**config.mk**
```make
export PLATFORM = sky130hd
export DESIGN_NAME = csr_timer_unit
export DESIGN_NICKNAME = d
export VERILOG_FILES = /design/src/rtl/csr_timer_unit_pkg.sv /design/src/rtl/csr_timer_unit_timer_prescaler.sv /design/src/rtl/csr_timer_unit.sv
export SDC_FILE = /design/constraint.sdc
export NUM_CORES = 1
export LEC_CHECK = 0
export BUFFER_PORTS_ARGS = -buffer_cell sky130_fd_sc_hd__buf_2
export CORE_ASPECT_RATIO = 0.6
export CORE_MARGIN = 4
export CORE_UTILIZATION = 44
export CTS_CLUSTER_SIZE = 16
export DETAILED_ROUTE_END_ITERATION = 7
export HOLD_SLACK_MARGIN = 0.03
export PLACE_DENSITY = 0.69
export SYNTH_ARGS = -nofsm -noshare
export SYNTH_HDL_FRONTEND = slang
export SYNTH_HIERARCHICAL = 1
export SYNTH_SLANG_ARGS = --single-unit
```
**constraint.sdc**
```tcl
create_clock -name aclk -period 2.4 [get_ports aclk]
set_input_delay 0.12 -clock aclk [delete_from_list [all_inputs] [get_ports aclk]]
set_output_delay 0.12 -clock aclk [all_outputs]
set_load 0.01 [all_outputs]
```
**src/rtl/csr_timer_unit_pkg.sv**
```systemverilog
// Shared CSR addresses, timer geometry and field masks for the timer CSR responder.
package csr_timer_unit_pkg;

    localparam int unsigned XLEN       = 32;
    localparam int unsigned CSR_ADDR_W = 14;

    localparam logic [CSR_ADDR_W-1:0] CSR_TID   = 14'h040;
    localparam logic [CSR_ADDR_W-1:0] CSR_TCFG  = 14'h041;
    localparam logic [CSR_ADDR_W-1:0] CSR_TVAL  = 14'h042;
    localparam logic [CSR_ADDR_W-1:0] CSR_TICLR = 14'h044;

    localparam int unsigned TIMESIZE          = 7;
    localparam int unsigned TCFG_EN_BIT       = 0;
    localparam int unsigned TCFG_PERIODIC_BIT = 1;
    localparam int unsigned TI_BIT            = 11;
    localparam int unsigned TICLR_CLR_BIT     = 0;

    // All-ones in the low n bits of an XLEN word.
    function automatic logic [XLEN-1:0] low_mask(input int unsigned n);
        logic [XLEN-1:0] m;
        m = '0;
        for (int unsigned i = 0; i < XLEN; i++) begin
            if (i < n) m[i] = 1'b1;
        end
        return m;
    endfunction

    localparam logic [XLEN-1:0] TCFG_WM = low_mask(TIMESIZE + 2);
    localparam logic [XLEN-1:0] TCFG_RM = TCFG_WM;
    localparam logic [XLEN-1:0] TVAL_RM = low_mask(TIMESIZE);

endpackage

```
**src/rtl/csr_timer_unit_timer_prescaler.sv**
```systemverilog
// Free-running divide-by-PRESCALE counter; tick_o marks the wrap cycle.
module timer_prescaler #(
    parameter int unsigned PRESCALE = 4
) (
    input  logic clk_i,
    input  logic rst_i,
    input  logic clr_i,
    output logic tick_o
);

    localparam int unsigned    CNT_W   = (PRESCALE > 1) ? $clog2(PRESCALE) : 1;
    localparam logic [CNT_W-1:0] CNT_MAX = CNT_W'(PRESCALE - 1);

    logic [CNT_W-1:0] cnt_q;
    logic [CNT_W-1:0] cnt_d;

    assign tick_o = (cnt_q == CNT_MAX);

    // Count up, wrap after the tick, restart on a timer reconfiguration.
    always_comb begin
        cnt_d = cnt_q + CNT_W'(1);
        if (clr_i || tick_o) cnt_d = '0;
    end

    // Counter register.
    always_ff @(posedge clk_i) begin
        if (rst_i) cnt_q <= '0;
        else       cnt_q <= cnt_d;
    end

endmodule

```
**src/rtl/csr_timer_unit.sv**
```systemverilog
// Timer CSR responder (TID/TCFG/TVAL/TICLR): countdown timer and TI pending bit.
// Optional feature macro: CSR_TIMER_PRESCALE_EN (decrement once every PRESCALE cycles).
module csr_timer_unit
    import csr_timer_unit_pkg::*;
#(
    parameter logic [XLEN-1:0] TID_RESET = 32'h0,
    parameter int unsigned     PRESCALE  = 4
) (
    input  logic                  aclk,
    input  logic                  reset,
    input  logic                  csr_ren,
    input  logic                  csr_wen,
    input  logic                  is_musk,
    input  logic [XLEN-1:0]       musk,
    input  logic [CSR_ADDR_W-1:0] csrnum,
    input  logic [XLEN-1:0]       csr_writedata,
    output logic                  csr_hit,
    output logic                  csr_rvalid,
    output logic [XLEN-1:0]       csr_rdata,
    output logic                  timer_int
);

    localparam int unsigned TW = TIMESIZE;
    localparam int unsigned CW = TIMESIZE + 2;

    logic            sel_tid, sel_tcfg, sel_tval, sel_ticlr;
    logic [XLEN-1:0] cur_val, wv;
    logic            tcfg_wr, tid_wr, ticlr_wr, tick, expire;

    logic [XLEN-1:0] tid_q, tid_d;
    logic [CW-1:0]   tcfg_q, tcfg_d;
    logic [TW-1:0]   tval_q, tval_d;
    logic            ti_q, ti_d;
    logic            rvalid_q, rvalid_d;
    logic [XLEN-1:0] rdata_q, rdata_d;

    if (PRESCALE < 1) begin : g_prescale_chk
        $error("csr_timer_unit: PRESCALE must be at least 1");
    end

`ifdef CSR_TIMER_PRESCALE_EN
    timer_prescaler #(
        .PRESCALE (PRESCALE)
    ) u_prescaler (
        .clk_i  (aclk),
        .rst_i  (reset),
        .clr_i  (tcfg_wr),
        .tick_o (tick)
    );
`else
    assign tick = 1'b1;
`endif

    // Address decode, current register value and merged (csrxchg) write value.
    always_comb begin
        sel_tid   = (csrnum == CSR_TID);
        sel_tcfg  = (csrnum == CSR_TCFG);
        sel_tval  = (csrnum == CSR_TVAL);
        sel_ticlr = (csrnum == CSR_TICLR);
        csr_hit   = sel_tid | sel_tcfg | sel_tval | sel_ticlr;

        cur_val = '0;
        if (sel_tid)  cur_val = tid_q;
        if (sel_tcfg) cur_val = XLEN'(tcfg_q) & TCFG_RM;
        if (sel_tval) cur_val = XLEN'(tval_q) & TVAL_RM;

        wv = is_musk ? ((cur_val & ~musk) | (csr_writedata & musk)) : csr_writedata;

        tid_wr   = csr_wen & sel_tid;
        tcfg_wr  = csr_wen & sel_tcfg;
        ticlr_wr = csr_wen & sel_ticlr;
    end

    // Next state: config writes, countdown/reload, TI set-over-clear, read capture.
    always_comb begin
        tid_d    = tid_wr  ? wv : tid_q;
        tcfg_d   = tcfg_wr ? CW'(wv & TCFG_WM) : tcfg_q;
        tval_d   = tval_q;
        ti_d     = ti_q;
        expire   = 1'b0;
        rvalid_d = csr_ren & csr_hit;
        rdata_d  = (csr_ren & csr_hit) ? cur_val : rdata_q;

        if (tcfg_q[TCFG_EN_BIT] && (tval_q != '0) && tick) begin
            if (tval_q == TW'(1)) begin
                expire = 1'b1;
                tval_d = tcfg_q[TCFG_PERIODIC_BIT] ? tcfg_q[CW-1:2] : '0;
            end else begin
                tval_d = tval_q - TW'(1);
            end
        end

        // A TCFG write overrides the countdown; with En=0 TVAL keeps its old value.
        if (tcfg_wr) tval_d = wv[TCFG_EN_BIT] ? wv[CW-1:2] : tval_q;

        if (ticlr_wr && wv[TICLR_CLR_BIT]) ti_d = 1'b0;
        if (expire)                        ti_d = 1'b1;
    end

    // State registers with synchronous reset.
    always_ff @(posedge aclk) begin
        if (reset) begin
            tid_q    <= TID_RESET;
            tcfg_q   <= '0;
            tval_q   <= '0;
            ti_q     <= 1'b0;
            rvalid_q <= 1'b0;
            rdata_q  <= '0;
        end else begin
            tid_q    <= tid_d;
            tcfg_q   <= tcfg_d;
            tval_q   <= tval_d;
            ti_q     <= ti_d;
            rvalid_q <= rvalid_d;
            rdata_q  <= rdata_d;
        end
    end

    assign csr_rvalid = rvalid_q;
    assign csr_rdata  = rdata_q;
    assign timer_int  = ti_q;

endmodule

```
==> results of run 1 <==
-- flip-flops by register name, summed over array words and instances (netlist names) --
name and count:
tval_q 7, csr_rdata 32, tcfg_q 9, timer_int 1
tid_q 32, csr_rvalid 1
-- cells by family (layout without fill, tap and decap cells) --
family	Yosys count	in the layout	share of synthesized area (%)
simple gates	204	204	26.2
compound gates	150	150	22.1
buf+inv	44	153	4.70
flops	82	82	41.9
xor+xnor	3	3	0.671
fa+ha+maj	3	3	0.959
mux	13	13	3.45
-- where the power goes --
group          internal (µW)  switching (µW)
clock network            750             525
registers               1360          0.0201
logic                   84.2             105
-- metrics by stage --
stage          instances  power [µW]  hold WS (ps)  utilization [%]  setup WS (ps)
6_report             720        2830          53.0             57.0            345
5_1_grt              720        2910          50.4             57.0            134
4_1_cts              720        2840          46.8             57.0            340
3_5_place_dp         705        1580           396             53.8           97.7
3_3_place_gp         705        1570           392             53.8            189
2_1_floorplan        499        1480           286                -            194
-- worst register-to-register path: stages (launching register included) --
cell                       delay (ps)
sky130_fd_sc_hd__dfxtp_1          370
sky130_fd_sc_hd__nor4_1           560
sky130_fd_sc_hd__nand2_1          410
sky130_fd_sc_hd__a21oi_1          240
sky130_fd_sc_hd__a21oi_1           60
sky130_fd_sc_hd__a21oi_1          170
sky130_fd_sc_hd__a221oi_1          80
-- how the worst max path moves through the flow --
stage / from / end / slack, ps / cells past startpoint
finish: tval_q[2]$_SDFFE_PP0P_ / tval_q[3]$_SDFFE_PP0P_ / 340 / 6
global route: tval_q[2]$_SDFFE_PP0P_ / tval_q[2]$_SDFFE_PP0P_ / 130 / 5
CTS: tval_q[2]$_SDFFE_PP0P_ / tval_q[3]$_SDFFE_PP0P_ / 340 / 6
detailed placement: csrnum[11] / tval_q[0]$_SDFFE_PP0P_ / 100 / 7
global placement: csrnum[11] / tval_q[0]$_SDFFE_PP0P_ / 190 / 7
floorplan: csrnum[11] / tval_q[0]$_SDFFE_PP0P_ / 190 / 6
-- placed cells by master (no fill, tap or decap), types with 3 or more instances in the layout --
master                      instances
sky130_fd_sc_hd__o21ai_0           32
sky130_fd_sc_hd__nor4_1             4
sky130_fd_sc_hd__nor3_1             4
sky130_fd_sc_hd__and2_1             3
sky130_fd_sc_hd__a21boi_0           5
sky130_fd_sc_hd__o31ai_1            3
sky130_fd_sc_hd__dfxtp_1           82
sky130_fd_sc_hd__nand3_1           32
sky130_fd_sc_hd__o2bb2ai_1          3
sky130_fd_sc_hd__xnor2_1            3
sky130_fd_sc_hd__nand2_1           58
sky130_fd_sc_hd__nand3b_1          27
sky130_fd_sc_hd__nor2_1            55
sky130_fd_sc_hd__inv_1              7
sky130_fd_sc_hd__clkbuf_16          9
sky130_fd_sc_hd__mux2i_1           12
sky130_fd_sc_hd__a21oi_1           82
sky130_fd_sc_hd__buf_4             10
sky130_fd_sc_hd__o21bai_1           3
sky130_fd_sc_hd__buf_2            117
sky130_fd_sc_hd__buf_12             3
sky130_fd_sc_hd__ha_1               3
sky130_fd_sc_hd__a211oi_1           9
sky130_fd_sc_hd__and3_1             3
-- final cells by class --
type / count / area share [%]
clock buffers: 13 / 5.32
clock inverters: 2 / 0.256
inverters: 8 / 0.614
multi-input cells: 373 / 42.7
flip-flops and latches: 82 / 33.5
well taps: 112 / 2.86
repair buffers: 130 / 14.7
-- routing by layer --
layer / vias up / global-route usage, %
li1: 1967 / -
met1: 1879 / 32.6
met2: 183 / 32.5
met3: 6 / 6.64
met4: 0 / 4.56
met5: - / 0
==> results.ini, run 1 <==
[grt]
antenna_found_initial=0
grt_start_max_net_pins=37
grt_overflow_total=0
first_pass_grt_wire_length_um=18600
grtUsageTotal_pct=22.3
via_count_of_the_first_global_routing_pass=3813

[clock_tree]
cts_tree=built
htreeDepth=3
post-cts-setup-buffer-count=0
clkTransAtPathRegs_ps=60
cts_inserted_buffers=9
clk-insertion-delay-late_ps=340
cts_num_sinks=82
cts_hold_buffers=0
ctsResizeCount=0
ctsLongestPathBuffers=2
cts_root_buffer=sky130_fd_sc_hd__clkbuf_16

[synthesis]
yosys.area.top_type=sky130_fd_sc_hd__dfxtp_1
library_cells_used_by_synthesis=47
netlist_top_cells_count=sky130_fd_sc_hd__a21oi_1 (82), sky130_fd_sc_hd__dfxtp_1 (82), sky130_fd_sc_hd__nand2_1 (58)
synth-seq-area-share_pct=41.9
synth.area.top_cells=sky130_fd_sc_hd__dfxtp_1 (42%), sky130_fd_sc_hd__a21oi_1 (10%), sky130_fd_sc_hd__nand2_1 (5.6%)
ys_dominant_reg_cell=sky130_fd_sc_hd__dfxtp_1
synth_warnings=6
syn_avg_cell_area_um2=7.84
mappedNetlistNets=585
synth_edf_count=0
post_synth_inst_count=499
synthesis.area_um2=3910
postSynthRegisterBits=82
synth_top_area_share_pct=41.9
synthArstFlopShare_pct=0

[sta]
tightest_slew_ps=745
post-route-period-util_pct=85.6
finalSetupTns_ps=0
fmax_mhz=487
finalSetupViolations=0
timing.final.max_slew_violations=0
hold_viol=0
finalWorstPathRequiredPeriod_ps=2060
max_slew_margin_pct=50.3
grt_setup_unrepaired=no
fin_skew_ps=6.62

[setup_path]
crit_family=simple AND/OR/NAND/NOR gates
critPathMostFrequentCell=sky130_fd_sc_hd__a21oi_1
timing.critical_path.fanout_max=11
path_cells=nor4_1 > nand2_1 > a21oi_1 > a21oi_1 > a21oi_1 > a221oi_1
r2r-start=tval_q[2]$_SDFFE_PP0P_
worstPathRequired_ps=2570
critical_path.endpoint_type=register
critPathArrivalTime_ps=2230
crit-reg2reg-capture=tval_q[3]$_SDFFE_PP0P_
setup.worst_path.start_class=register
timing.critical_path.slowest_cell_delay_ps=560
reg2regPathDepth=6
r2r_slack_ps=340
timing.setup.critical_path_class=register to register
crit_slowest_cell=sky130_fd_sc_hd__nor4_1
worstPathBufferInverterCount=0

[final_layout]
sequential_area_um2=1640
ant_diodes=0
stdcell_area_um2=4890
drive_gt1_share_pct=25.7
final_nets=690
fillers=837
multi_input_gate_area_um2=2090
syn_to_final_growth_pct=25.0

[placement]
numPortBuffers=117
place_area_um2=4620
gp_congestion=0.875
dp.final_hpwl_um=8260

[floorplanning]
fp-row-count=26
die_x_um=130
die_y_um=81.1
floorplan.die_area_um2=10500
initial_utilization_pct=45.6
io-pin-count=118
core_area_um2=8590

[min_path]
min-delay-path-class=input port to register
worst_hold_path.num_cells=3
worstHoldStart=csr_writedata[13]
hold_path_end=tid_q[13]$_SDFFE_PP0P_

[route]
met2_length_um=4930
met3_wirelength_um=1180
wl_met1_um=5500
route.detailed.vias_per_inst=5.60
drtPass1Iterations=5
drt_first_iter_violations=273
post_drt_wl_per_cell_um=16.2
remaining_drc_errors=0
topRoutingLayerUsed=met4
final_antenna_net_count=0
finalWirelength_um=11600
route.vias.total=4035

[run]
max_cap_viols=0

[power_and_ir_drop]
power.density_cell_area_nw_per_um2=577
power.static_leakage_uw=0.00194
irDropWorstVdd_mv=0.384

[run_status]
outcome=completed

Note: power is estimated with default switching activity, not from simulation.
==> inputs of run 2 (changes only) <==
--- a/config.mk
+++ b/config.mk
@@ -8,11 +8,11 @@
 export BUFFER_PORTS_ARGS = -buffer_cell sky130_fd_sc_hd__buf_2
 export CORE_ASPECT_RATIO = 0.6
 export CORE_MARGIN = 4
-export CORE_UTILIZATION = 44
+export CORE_UTILIZATION = 25
 export CTS_CLUSTER_SIZE = 16
 export DETAILED_ROUTE_END_ITERATION = 7
 export HOLD_SLACK_MARGIN = 0.03
-export PLACE_DENSITY = 0.69
+export PLACE_DENSITY = 0.42
 export SYNTH_ARGS = -nofsm -noshare
 export SYNTH_HDL_FRONTEND = slang
 export SYNTH_HIERARCHICAL = 1
==> results.ini, run 2 (synthesis gave the netlist of run 1 again) <==
[placement]
dp.final_hpwl_um=9890
numPortBuffers=117
gp_congestion=0.809
dp.cells=804

[floorplanning]
initial_utilization_pct=25.5
die_y_um=105
io-pin-count=118
floorplan.die_area_um2=17800
die_x_um=170
core_area_um2=15300
fp-row-count=35

[sta]
finalWorstPathRequiredPeriod_ps=1990
timing.final.max_slew_violations=0
finalSetupViolations=0
finalSetupTns_ps=0
tightest_slew_ps=522
grt_setup_unrepaired=no
hold_viol=0
fmax_mhz=503
post-route-period-util_pct=82.9
max_slew_margin_pct=64.9
fin_skew_ps=7.99

[power_and_ir_drop]
irDropWorstVdd_mv=0.305
power.static_leakage_uw=0.00198
power.density_cell_area_nw_per_um2=563

[min_path]
min-delay-path-class=input port to register
hold_path_end=tid_q[12]$_SDFFE_PP0P_
worstHoldStart=csr_writedata[12]
worst_hold_path.num_cells=3

[clock_tree]
cts_tree=built
clk-insertion-delay-late_ps=330
clkTransAtPathRegs_ps=70
ctsResizeCount=0
cts_hold_buffers=0
cts_num_sinks=82
cts_root_buffer=sky130_fd_sc_hd__clkbuf_16
htreeDepth=3
cts_inserted_buffers=9
ctsLongestPathBuffers=2
post-cts-setup-buffer-count=0

[final_layout]
layout_commonest_cell=sky130_fd_sc_hd__buf_2
non_filler_cells_in_the_finished_layout=820
drive_gt1_share_pct=26.9
syn_to_final_growth_pct=30.0
final_core_utilization_pct=33.2
most-common-layout-cells=sky130_fd_sc_hd__buf_2 (117), sky130_fd_sc_hd__a21oi_1 (82), sky130_fd_sc_hd__dfxtp_1 (82)
final_nets=698
ant_diodes=0

[route]
route.vias.total=3954
post_drt_wl_per_cell_um=17.1
drt_first_iter_violations=322
remaining_drc_errors=0
drtPass1Iterations=5
final_antenna_net_count=0
finalWirelength_um=14000
route.detailed.vias_per_inst=4.82

[grt]
via_count_of_the_first_global_routing_pass=3795
met2_usage_pct=19.7
gr-max-usage-layer=met1
grt_start_max_net_pins=40
antenna_found_initial=0
first_pass_grt_wire_length_um=21500
met3_usage_pct=4.54
grt_overflow_total=0
use_met1_pct=25.1
grtUsageTotal_pct=15.5

[setup_path]
setup.worst_path.start_class=input port
timing.setup.critical_path_class=input port to register
reg2regPathDepth=7
timing.critical_path.fanout_max=13
r2r_slack_ps=440
r2r-start=tval_q[0]$_SDFFE_PP0P_
worstPathRequired_ps=2620
crit-reg2reg-capture=tval_q[3]$_SDFFE_PP0P_
critPathArrivalTime_ps=2210
critical_path.endpoint_type=register

[run_status]
outcome=completed

[run]
max_cap_viols=0

run 2: how the worst max path moves through the flow:
stage	endpoint	slack, ps	cells past startpoint	from
4_1_cts	tval_q[0]$_SDFFE_PP0P_	430	6	csrnum[11]
2_1_floorplan	tval_q[0]$_SDFFE_PP0P_	190	6	csrnum[11]
6_report	tval_q[0]$_SDFFE_PP0P_	410	6	csrnum[11]
3_3_place_gp	tval_q[5]$_SDFFE_PP0P_	170	7	csrnum[11]
5_1_grt	tval_q[3]$_SDFFE_PP0P_	260	6	tval_q[0]$_SDFFE_PP0P_
3_5_place_dp	tval_q[0]$_SDFFE_PP0P_	110	6	csrnum[11]
run 2: metrics by stage:
step / total power, µW / area, µm² / hold WS (ps) / worst slack (ps)
3_5_place_dp: 1590 / 4810 / 400 / 106
6_report: 2870 / 5090 / 46.7 / 411
5_1_grt: 2980 / 5090 / 43.9 / 258
4_1_cts: 2920 / 5090 / 34.9 / 431
2_1_floorplan: 1480 / 3910 / 286 / 194
3_3_place_gp: 1590 / 4810 / 396 / 166
run 2: report_power, final:
part / total [µW] / internal (µW) / switching [µW] / leakage, µW
combinational: 201 / 86.6 / 115 / 0.00119
sequential: 1360 / 1360 / 0.0208 / 0.000660
clock: 1300 / 713 / 591 / 0.000130
total: 2870 / 2160 / 706 / 0.00198
run 2: area by class of cell:
cell class,instances,area [µm²]
Clock buffer,10,229
Sequential cell,82,1640
Fill cell,1654,10200
Timing Repair Buffer,138,793
Inverter,8,30.0
Multi-Input combinational cell,373,2090
Clock inverter,6,50.0
Tap cell,203,254
run 2: worst max-delay path: stages:
cell and delay, ps:
sky130_fd_sc_hd__buf_2 90, sky130_fd_sc_hd__or4_4 560, sky130_fd_sc_hd__nor4_4 390, sky130_fd_sc_hd__and3_4 260, sky130_fd_sc_hd__mux2_4 390, sky130_fd_sc_hd__o41ai_1 390
run 2: layer usage:
metal / vias to the layer above / wire [µm]
met5: - / 0
met1: 1811 / 7430
met3: 6 / 1240
met4: 0 / 63
li1: 1990 / -
met2: 147 / 5270
